==> src/rtl/ram_arbiter_if.sv <==
// ram_arbiter_if: requester and RAM-side signals of the two-port RAM arbiter.
// slave  = the arbiter; master = requesters plus the ram32x4 instance.
interface ram_arbiter_if #(
    parameter int ADDR_W = 5,
    parameter int DATA_W = 4
);
    logic              req0, req1;
    logic              we0, we1;
    logic [ADDR_W-1:0] addr0, addr1;
    logic [DATA_W-1:0] wdata0, wdata1;
    logic              gnt0, gnt1;
    logic              rvalid0, rvalid1;
    logic [DATA_W-1:0] rdata;
    logic [ADDR_W-1:0] ram_address;
    logic [DATA_W-1:0] ram_data;
    logic              ram_wren;
    logic [DATA_W-1:0] ram_q;
    logic              busy;

    modport slave (
        input  req0, req1, we0, we1, addr0, addr1, wdata0, wdata1, ram_q,
        output gnt0, gnt1, rvalid0, rvalid1, rdata,
               ram_address, ram_data, ram_wren, busy
    );

    modport master (
        output req0, req1, we0, we1, addr0, addr1, wdata0, wdata1, ram_q,
        input  gnt0, gnt1, rvalid0, rvalid1, rdata,
               ram_address, ram_data, ram_wren, busy
    );
endinterface

==> src/rtl/ram_arbiter.sv <==
// ram_arbiter: two requesters sharing one ram32x4. After reset the RAM is
// swept to zero (CLEAR), then single-cycle accesses are granted (SERVE).
// Optional macro RAM_ARBITER_RR_EN: round-robin on conflict; when undefined,
// port 0 has fixed priority and no last-grant pointer exists.
//
// state | meaning
// CLEAR | writing 0 to address r_cnt, busy=1, no grants
// SERVE | arbitrating requests, one RAM access per cycle
module ram_arbiter #(
    parameter int ADDR_W = 5,
    parameter int DATA_W = 4
) (
    input  logic         clock,
    input  logic         resetn,
    ram_arbiter_if.slave bus
);
    typedef enum logic {CLEAR = 1'b0, SERVE = 1'b1} state_t;

    state_t            r_state;
    state_t            w_state_nxt;
    logic [ADDR_W-1:0] r_cnt;
    logic              r_rvalid0;
    logic              r_rvalid1;
    logic              w_gnt0;
    logic              w_gnt1;
    logic              w_busy;
    logic              w_wren;
    logic [ADDR_W-1:0] w_addr;
    logic [DATA_W-1:0] w_data;
`ifdef RAM_ARBITER_RR_EN
    logic              r_last;   // 1 = port 1 was granted most recently
`endif

    // Arbitration: at most one grant, only in SERVE and only to a requester
    always_comb begin
        w_gnt0 = 1'b0;
        w_gnt1 = 1'b0;
        if (r_state == SERVE) begin
`ifdef RAM_ARBITER_RR_EN
            if (bus.req0 && bus.req1) begin
                w_gnt0 = r_last;
                w_gnt1 = ~r_last;
            end else begin
                w_gnt0 = bus.req0;
                w_gnt1 = bus.req1;
            end
`else
            w_gnt0 = bus.req0;
            w_gnt1 = bus.req1 & ~bus.req0;
`endif
        end
    end

    // Next state and RAM port drive; idle cycles present zeros to the RAM
    always_comb begin
        w_state_nxt = r_state;
        w_busy      = 1'b0;
        w_wren      = 1'b0;
        w_addr      = '0;
        w_data      = '0;
        case (r_state)
            CLEAR: begin
                w_busy = 1'b1;
                w_wren = 1'b1;
                w_addr = r_cnt;
                if (r_cnt == '1) begin
                    w_state_nxt = SERVE;
                end
            end
            SERVE: begin
                if (w_gnt0) begin
                    w_wren = bus.we0;
                    w_addr = bus.addr0;
                    w_data = bus.wdata0;
                end else if (w_gnt1) begin
                    w_wren = bus.we1;
                    w_addr = bus.addr1;
                    w_data = bus.wdata1;
                end
            end
            default: w_state_nxt = CLEAR;
        endcase
    end

    // State, sweep counter and read-valid flags (RAM q lands one cycle later)
    always_ff @(posedge clock or negedge resetn) begin
        if (!resetn) begin
            r_state   <= CLEAR;
            r_cnt     <= '0;
            r_rvalid0 <= 1'b0;
            r_rvalid1 <= 1'b0;
        end else begin
            r_state   <= w_state_nxt;
            if (r_state == CLEAR) begin
                r_cnt <= r_cnt + 1'b1;   // wraps back to 0 as the sweep ends
            end
            r_rvalid0 <= w_gnt0 & ~bus.we0;
            r_rvalid1 <= w_gnt1 & ~bus.we1;
        end
    end

`ifdef RAM_ARBITER_RR_EN
    // Last-grant pointer; reset value makes port 0 win the first conflict
    always_ff @(posedge clock or negedge resetn) begin
        if (!resetn) begin
            r_last <= 1'b1;
        end else if (w_gnt0) begin
            r_last <= 1'b0;
        end else if (w_gnt1) begin
            r_last <= 1'b1;
        end
    end
`endif

    assign bus.gnt0        = w_gnt0;
    assign bus.gnt1        = w_gnt1;
    assign bus.rvalid0     = r_rvalid0;
    assign bus.rvalid1     = r_rvalid1;
    assign bus.rdata       = bus.ram_q;
    assign bus.ram_address = w_addr;
    assign bus.ram_data    = w_data;
    assign bus.ram_wren    = w_wren;
    assign bus.busy        = w_busy;
endmodule

==> src/flat_wrapper.sv <==
// flat-port wrapper written by rule: the top's interface ports become plain ports
module ram_arbiter_flat 
#(
    parameter int ADDR_W = 5,
    parameter int DATA_W = 4
)
  (clock, resetn, bus_req0, bus_req1, bus_we0, bus_we1, bus_addr0, bus_addr1, bus_wdata0, bus_wdata1, bus_ram_q, bus_gnt0, bus_gnt1, bus_rvalid0, bus_rvalid1, bus_rdata, bus_ram_address, bus_ram_data, bus_ram_wren, bus_busy);
  ram_arbiter_if #(.ADDR_W(ADDR_W), .DATA_W(DATA_W)) bus_i ();
  input  logic clock;
  input  logic resetn;
  input wire logic [$bits(bus_i.req0)-1:0] bus_req0;
  input wire logic [$bits(bus_i.req1)-1:0] bus_req1;
  input wire logic [$bits(bus_i.we0)-1:0] bus_we0;
  input wire logic [$bits(bus_i.we1)-1:0] bus_we1;
  input wire logic [$bits(bus_i.addr0)-1:0] bus_addr0;
  input wire logic [$bits(bus_i.addr1)-1:0] bus_addr1;
  input wire logic [$bits(bus_i.wdata0)-1:0] bus_wdata0;
  input wire logic [$bits(bus_i.wdata1)-1:0] bus_wdata1;
  input wire logic [$bits(bus_i.ram_q)-1:0] bus_ram_q;
  output wire logic [$bits(bus_i.gnt0)-1:0] bus_gnt0;
  output wire logic [$bits(bus_i.gnt1)-1:0] bus_gnt1;
  output wire logic [$bits(bus_i.rvalid0)-1:0] bus_rvalid0;
  output wire logic [$bits(bus_i.rvalid1)-1:0] bus_rvalid1;
  output wire logic [$bits(bus_i.rdata)-1:0] bus_rdata;
  output wire logic [$bits(bus_i.ram_address)-1:0] bus_ram_address;
  output wire logic [$bits(bus_i.ram_data)-1:0] bus_ram_data;
  output wire logic [$bits(bus_i.ram_wren)-1:0] bus_ram_wren;
  output wire logic [$bits(bus_i.busy)-1:0] bus_busy;
  assign bus_i.req0 = bus_req0;
  assign bus_i.req1 = bus_req1;
  assign bus_i.we0 = bus_we0;
  assign bus_i.we1 = bus_we1;
  assign bus_i.addr0 = bus_addr0;
  assign bus_i.addr1 = bus_addr1;
  assign bus_i.wdata0 = bus_wdata0;
  assign bus_i.wdata1 = bus_wdata1;
  assign bus_i.ram_q = bus_ram_q;
  assign bus_gnt0 = bus_i.gnt0;
  assign bus_gnt1 = bus_i.gnt1;
  assign bus_rvalid0 = bus_i.rvalid0;
  assign bus_rvalid1 = bus_i.rvalid1;
  assign bus_rdata = bus_i.rdata;
  assign bus_ram_address = bus_i.ram_address;
  assign bus_ram_data = bus_i.ram_data;
  assign bus_ram_wren = bus_i.ram_wren;
  assign bus_busy = bus_i.busy;
  ram_arbiter #(.ADDR_W(ADDR_W), .DATA_W(DATA_W)) u_core (.clock(clock), .resetn(resetn), .bus(bus_i));
endmodule
==> config.mk <==
export PLATFORM = sky130hd
export DESIGN_NAME = ram_arbiter_flat
export DESIGN_NICKNAME = d
export VERILOG_FILES = /design/src/rtl/ram_arbiter_if.sv /design/src/rtl/ram_arbiter.sv /design/src/flat_wrapper.sv
export SDC_FILE = /design/constraint.sdc
export NUM_CORES = 1
export LEC_CHECK = 0
export CORE_ASPECT_RATIO = 0.8
export CORE_MARGIN = 2
export CORE_UTILIZATION = 30
export DETAILED_ROUTE_END_ITERATION = 10
export MAX_ROUTING_LAYER = met4
export PLACE_DENSITY = 0.76
export SLEW_MARGIN = 20
export SYNTH_ARGS = -nofsm -noshare
export SYNTH_HDL_FRONTEND = slang
export SYNTH_SLANG_ARGS = --single-unit
==> constraint.sdc <==
create_clock -name clock -period 1.4 [get_ports clock]
set_input_delay 0.28 -clock clock [delete_from_list [all_inputs] [get_ports clock]]
set_output_delay 0.28 -clock clock [all_outputs]
set_load 0.02 [all_outputs]
After elaboration in Yosys (flattened, before gate mapping)
Cells that the tools add are included.

Bits in registers: 8. Input bits: 28. Output and inout port bits: 19. Word-level logic and storage cells: 27.

Add/subtract/negate cells: 1. Eq/ne operators: 1. Muxes and demuxes: 14. Bitwise gates (word level): 7.

Operators by type and width (count): 4-bit 2-to-1 mux (3); 5-bit 2-to-1 mux (2); 5-bit case mux with 2 select lines (1); 1-bit 2-to-1 mux (7); 5-bit by 1-bit adder with 5-bit output (second input constant) (1); 5-bit == test (second input constant) (1); 1-bit NOT (4); 1-bit AND (3); 1-bit case mux with 2 select lines (1).

Depth between registers and ports, before layout
Depth after elaboration: 6. Depth in mapped cells: 4. Depth with buffers taken out: 4.

Worst setup path before layout
No wires, ideal clock.

Path type: flip-flop to flip-flop. Start point: register u_core.r_cnt[0]. End point: register u_core.r_cnt[4]. Library setup time: 0.125 ns. Arrival: 1.307 ns. Required time: 1.275 ns. Slack: -0.032 ns. Cell stages (with the launch flop): 5. Buffers on the path: 0. Period minus slack after synthesis: 1.432 ns. Path through: dfrtp_1 ha_1 and3_1 ha_1 mux2_2.

Word-level cells in the longest chain between the ends: 1.

Ends and longest elaborated chain: start, declared (line ram_arbiter.sv:21) `logic [ADDR_W-1:0] r_cnt;`; start signal, assigned (line ram_arbiter.sv:95) `r_cnt <= r_cnt + 1'b1;`; 5-bit by 1-bit adder with 5-bit output (line ram_arbiter.sv:95).

No other way between the ends. A chain may end at the register's enable or synchronous reset.

Final worst setup path
Start point: register u_core.r_state. End point: output port bus_ram_address[3].

Word-level cells in the longest chain between the ends: 4. Elaborated cells on any way between the ends: 6. Classes of those cells: mux: 5; bitwise: 1.

Ends and longest elaborated chain: start, declared (line ram_arbiter.sv:19) `state_t r_state;`; start signal, assigned (line ram_arbiter.sv:93) `r_state <= w_state_nxt;`; 1-bit 2-to-1 mux (line ram_arbiter.sv:38) `if (r_state == SERVE) begin`; 5-bit 2-to-1 mux (line ram_arbiter.sv:75) `end else if (w_gnt1) begin`; 5-bit 2-to-1 mux (line ram_arbiter.sv:71) `if (w_gnt0) begin`; 5-bit case mux with 2 select lines * (line ram_arbiter.sv:61) `case (r_state)`; end, declared (line flat_wrapper.sv:25) `output wire logic [$bits(bus_i.ram_address)-1:0] bus_ram_address;`.

Mark *: on every way between the ends. The rest lies on a longest branch, timed or not.

==> out/results.ini <==
[outcome]
status = finished with violations
violations = setup timing

[floorplanning]
core_area_mm2 = 0.001909
die_x_um = 54.80
initial_core_util_pct = 32.44
die_y_um = 44.64
rows = 14
pin_count = 47
die-area_mm2 = 0.002446

[global_route]
grt-ovfl-total = 0
grt_antenna_before_repair = 0
grt_pass1_wl_um = 2808
grt_max_degree = 23
grt_pass1_vias = 633
track_usage_pct = 16.80

[yosys]
synthFlopType = dfrtp_1
ys_warn_count = 0
async_reset_ff_share_pct = 100.0
synth_common_cells = nand2_1, nand3b_1, dfrtp_1
synth_top_cell_area_share_pct = 32.32
synth_edf_count = 0
synth_largest_area_cell = dfrtp_1
ys_types = 22
ys_seq_area_share_pct = 32.32
ys_ff_latch = 8
yosysMostFrequentCell = nand2_1
netlist_area_um2 = 619.3
syn_nets = 98
avgSynthCellArea_um2 = 9.108
syn_inst = 68
synth_area_leaders = dfrtp_1, nand3b_1, nand2_1

[worst_setup_path]
rrSetupSlack_ns = 0.04
required_ns = 1.12
crit_type = reg -> out
r2r-start = u_core.r_cnt[1]
endpoint_kind = primary output
crit_fanout = 7
cp-start-kind = register
cp_data_arrival_time_ns = 1.20
reg2reg_depth = 4
r2r-end = u_core.r_cnt[4]

[power]
vdd.ir_drop.worst_v = 0.0005029
combPwrFrac_pct = 33.3
powerDensity_mw_per_mm2 = 561.1
p_switching_w = 0.0001642
seq_power_share_pct = 38.3
sw_frac_of_total_pct = 26.86
clkPwrFrac_pct = 28.4
p_leak_nw = 0.5343
p_int_w = 0.0004473

[final_layout]
n_antenna_cell = 0
multi_input_area_um2 = 370.4
drive_gt1_share_pct = 35.71
areaGrowthSynthToFinish_pct = 75.96
nFillCells = 187
seq_area_um2 = 201.4
stdcell_count = 136
nets = 144

[placed_design]
placedCellCount = 130
portBuffers = 38
hpwl_um = 1313
dp_slack_ns = -0.7446
gp_congestion = 0.7454

[timing]
hold_violations = 0
final.setup.worst_slack_ns = -0.08378
min_period_ns = 1.484
whs_ns = 0.2938
max_freq_mhz = 674.0
tightest_slew_ns = 0.3405
fin_skew_ns = 0.005098
fin_crit_sh_pct = 106.0
grt_setup_unrepaired = true
setup_viol = 11
max_slew_margin_pct = 77.23
slew_violations = 0
setup_tns_ns = -0.4590

[detailed_routing]
ant_nets = 0
wirelength_um = 1749
viasPerCell = 4.654
drtIter0Drc = 6
dr.pass1.iters = 3
drc_errors = 0
wire_per_inst_um = 12.86
vias = 633

[cts]
path_clk_slew_ns = 0.05
cts_root_buf = clkbuf_4
insertion_delay_ns = 0.25
numCtsBuffers = 3
clkSinkCount = 8
cts_buffer_depth = 2
htree_levels = 1
cts_tree = yes

[min_path]
min_path_type = in -> async

[flow_run]
cap_violations = 0

[metal layers]
layer  vias to the layer above  share of wire [%]  GRT usage, %
li1                        317                  -             -
met1                       287                 40         20.08
met2                        25                 50         26.67
met3                         4                9.0         5.405
met4                         0               0.86         5.000
met5                         -                  0             -
[layout by cell type (no fill, tap or decap), types with 2 or more instances in the layout]
cell type        netlist  routed
buf_6                  2       3
buf_4                  5      17
nor2_2                 0       2
nand3b_1               9       9
nand2_1               11      11
dlygate4sd2_1          0       6
clkdlybuf4s50_1        0      18
buf_2                  1       3
clkbuf_4               0       3
dfrtp_1                8       7
xnor2_1                3       3
nor2b_1                2       2
a31oi_1                5       5
a21oi_1                4       3
nor2_1                 5       3
buf_12                 1       2
[cells by family after synthesis]
family / synth area share (%)
flip-flops: 32.32
AND/OR/NAND/NOR: 31.92
XOR/XNOR: 4.243
buffers and inverters: 14.34
multiplexers: 3.636
AO/OA/AOI/OAI: 9.496
adder cells (fa/ha/maj): 4.040
[critical path, cell delays in order (launching register included)]
cell     delay, ns
dfrtp_2       0.44
buf_6         0.15
nor2_1        0.05
a31oi_1       0.13
buf_2         0.18
[cell type report]
type	count	area share [%]
inverter	1	0.5741
multi-input combinational	50	33.98
clock buffer	3	2.067
timing repair buffer	50	42.14
sequential	8	18.48
tap	24	2.755
[metrics by stage]
stage | utilization [%] | area (um^2) | total power (W)
after floorplan | - | 621.8 | 0.0003370
after global routing | 57.08 | 1090 | 0.0006546
final | 57.08 | 1090 | 0.0006115
after CTS | 55.96 | 1069 | 0.0006180
after global placement | 54.46 | 1040 | 0.0004541
after detailed placement | 54.46 | 1040 | 0.0004577
[power groups by stage]
stage | Clock (W) | Combinational [W] | Sequential [W]
finish | 0.000174 | 0.000204 | 0.000234
global route | 0.000203 | 0.000217 | 0.000234
CTS | 0.000182 | 0.000201 | 0.000234
detailed placement | 0 | 0.000219 | 0.000239
global placement | 0 | 0.000216 | 0.000238
floorplan | 0 | 0.0000948 | 0.000242
[registers in the layout, summed over array words and instances, names as in the netlist]
signal / cells
u_core.r_cnt: 5
u_core.bus.rvalid0: 1
u_core.bus.rvalid1: 1
u_core.r_state: 1
[worst max-delay path by stage]
stage / start / endpoint / slack, ns / cells after the start
after floorplan: u_core.r_cnt[0] / u_core.r_cnt[4] / 0.002 / 4
after global placement: bus_req0 / bus_ram_address[3] / -0.73 / 5
after detailed placement: bus_req0 / bus_ram_data[1] / -0.74 / 5
after CTS: u_core.r_state / bus_ram_address[3] / -0.09 / 4
after global routing: u_core.r_state / bus_ram_address[1] / -0.19 / 4
final: u_core.r_state / bus_ram_address[3] / -0.08 / 4
[repair_timing]
item | CTS | global route
hold buffers | 0 | 0
endpoints found under the setup margin | 16 | 12
resized for setup | 83 | 7
pin swaps | 8 | 0
buffers inserted | 2 | 1
Note: power is estimated with default switching activity, not from simulation.
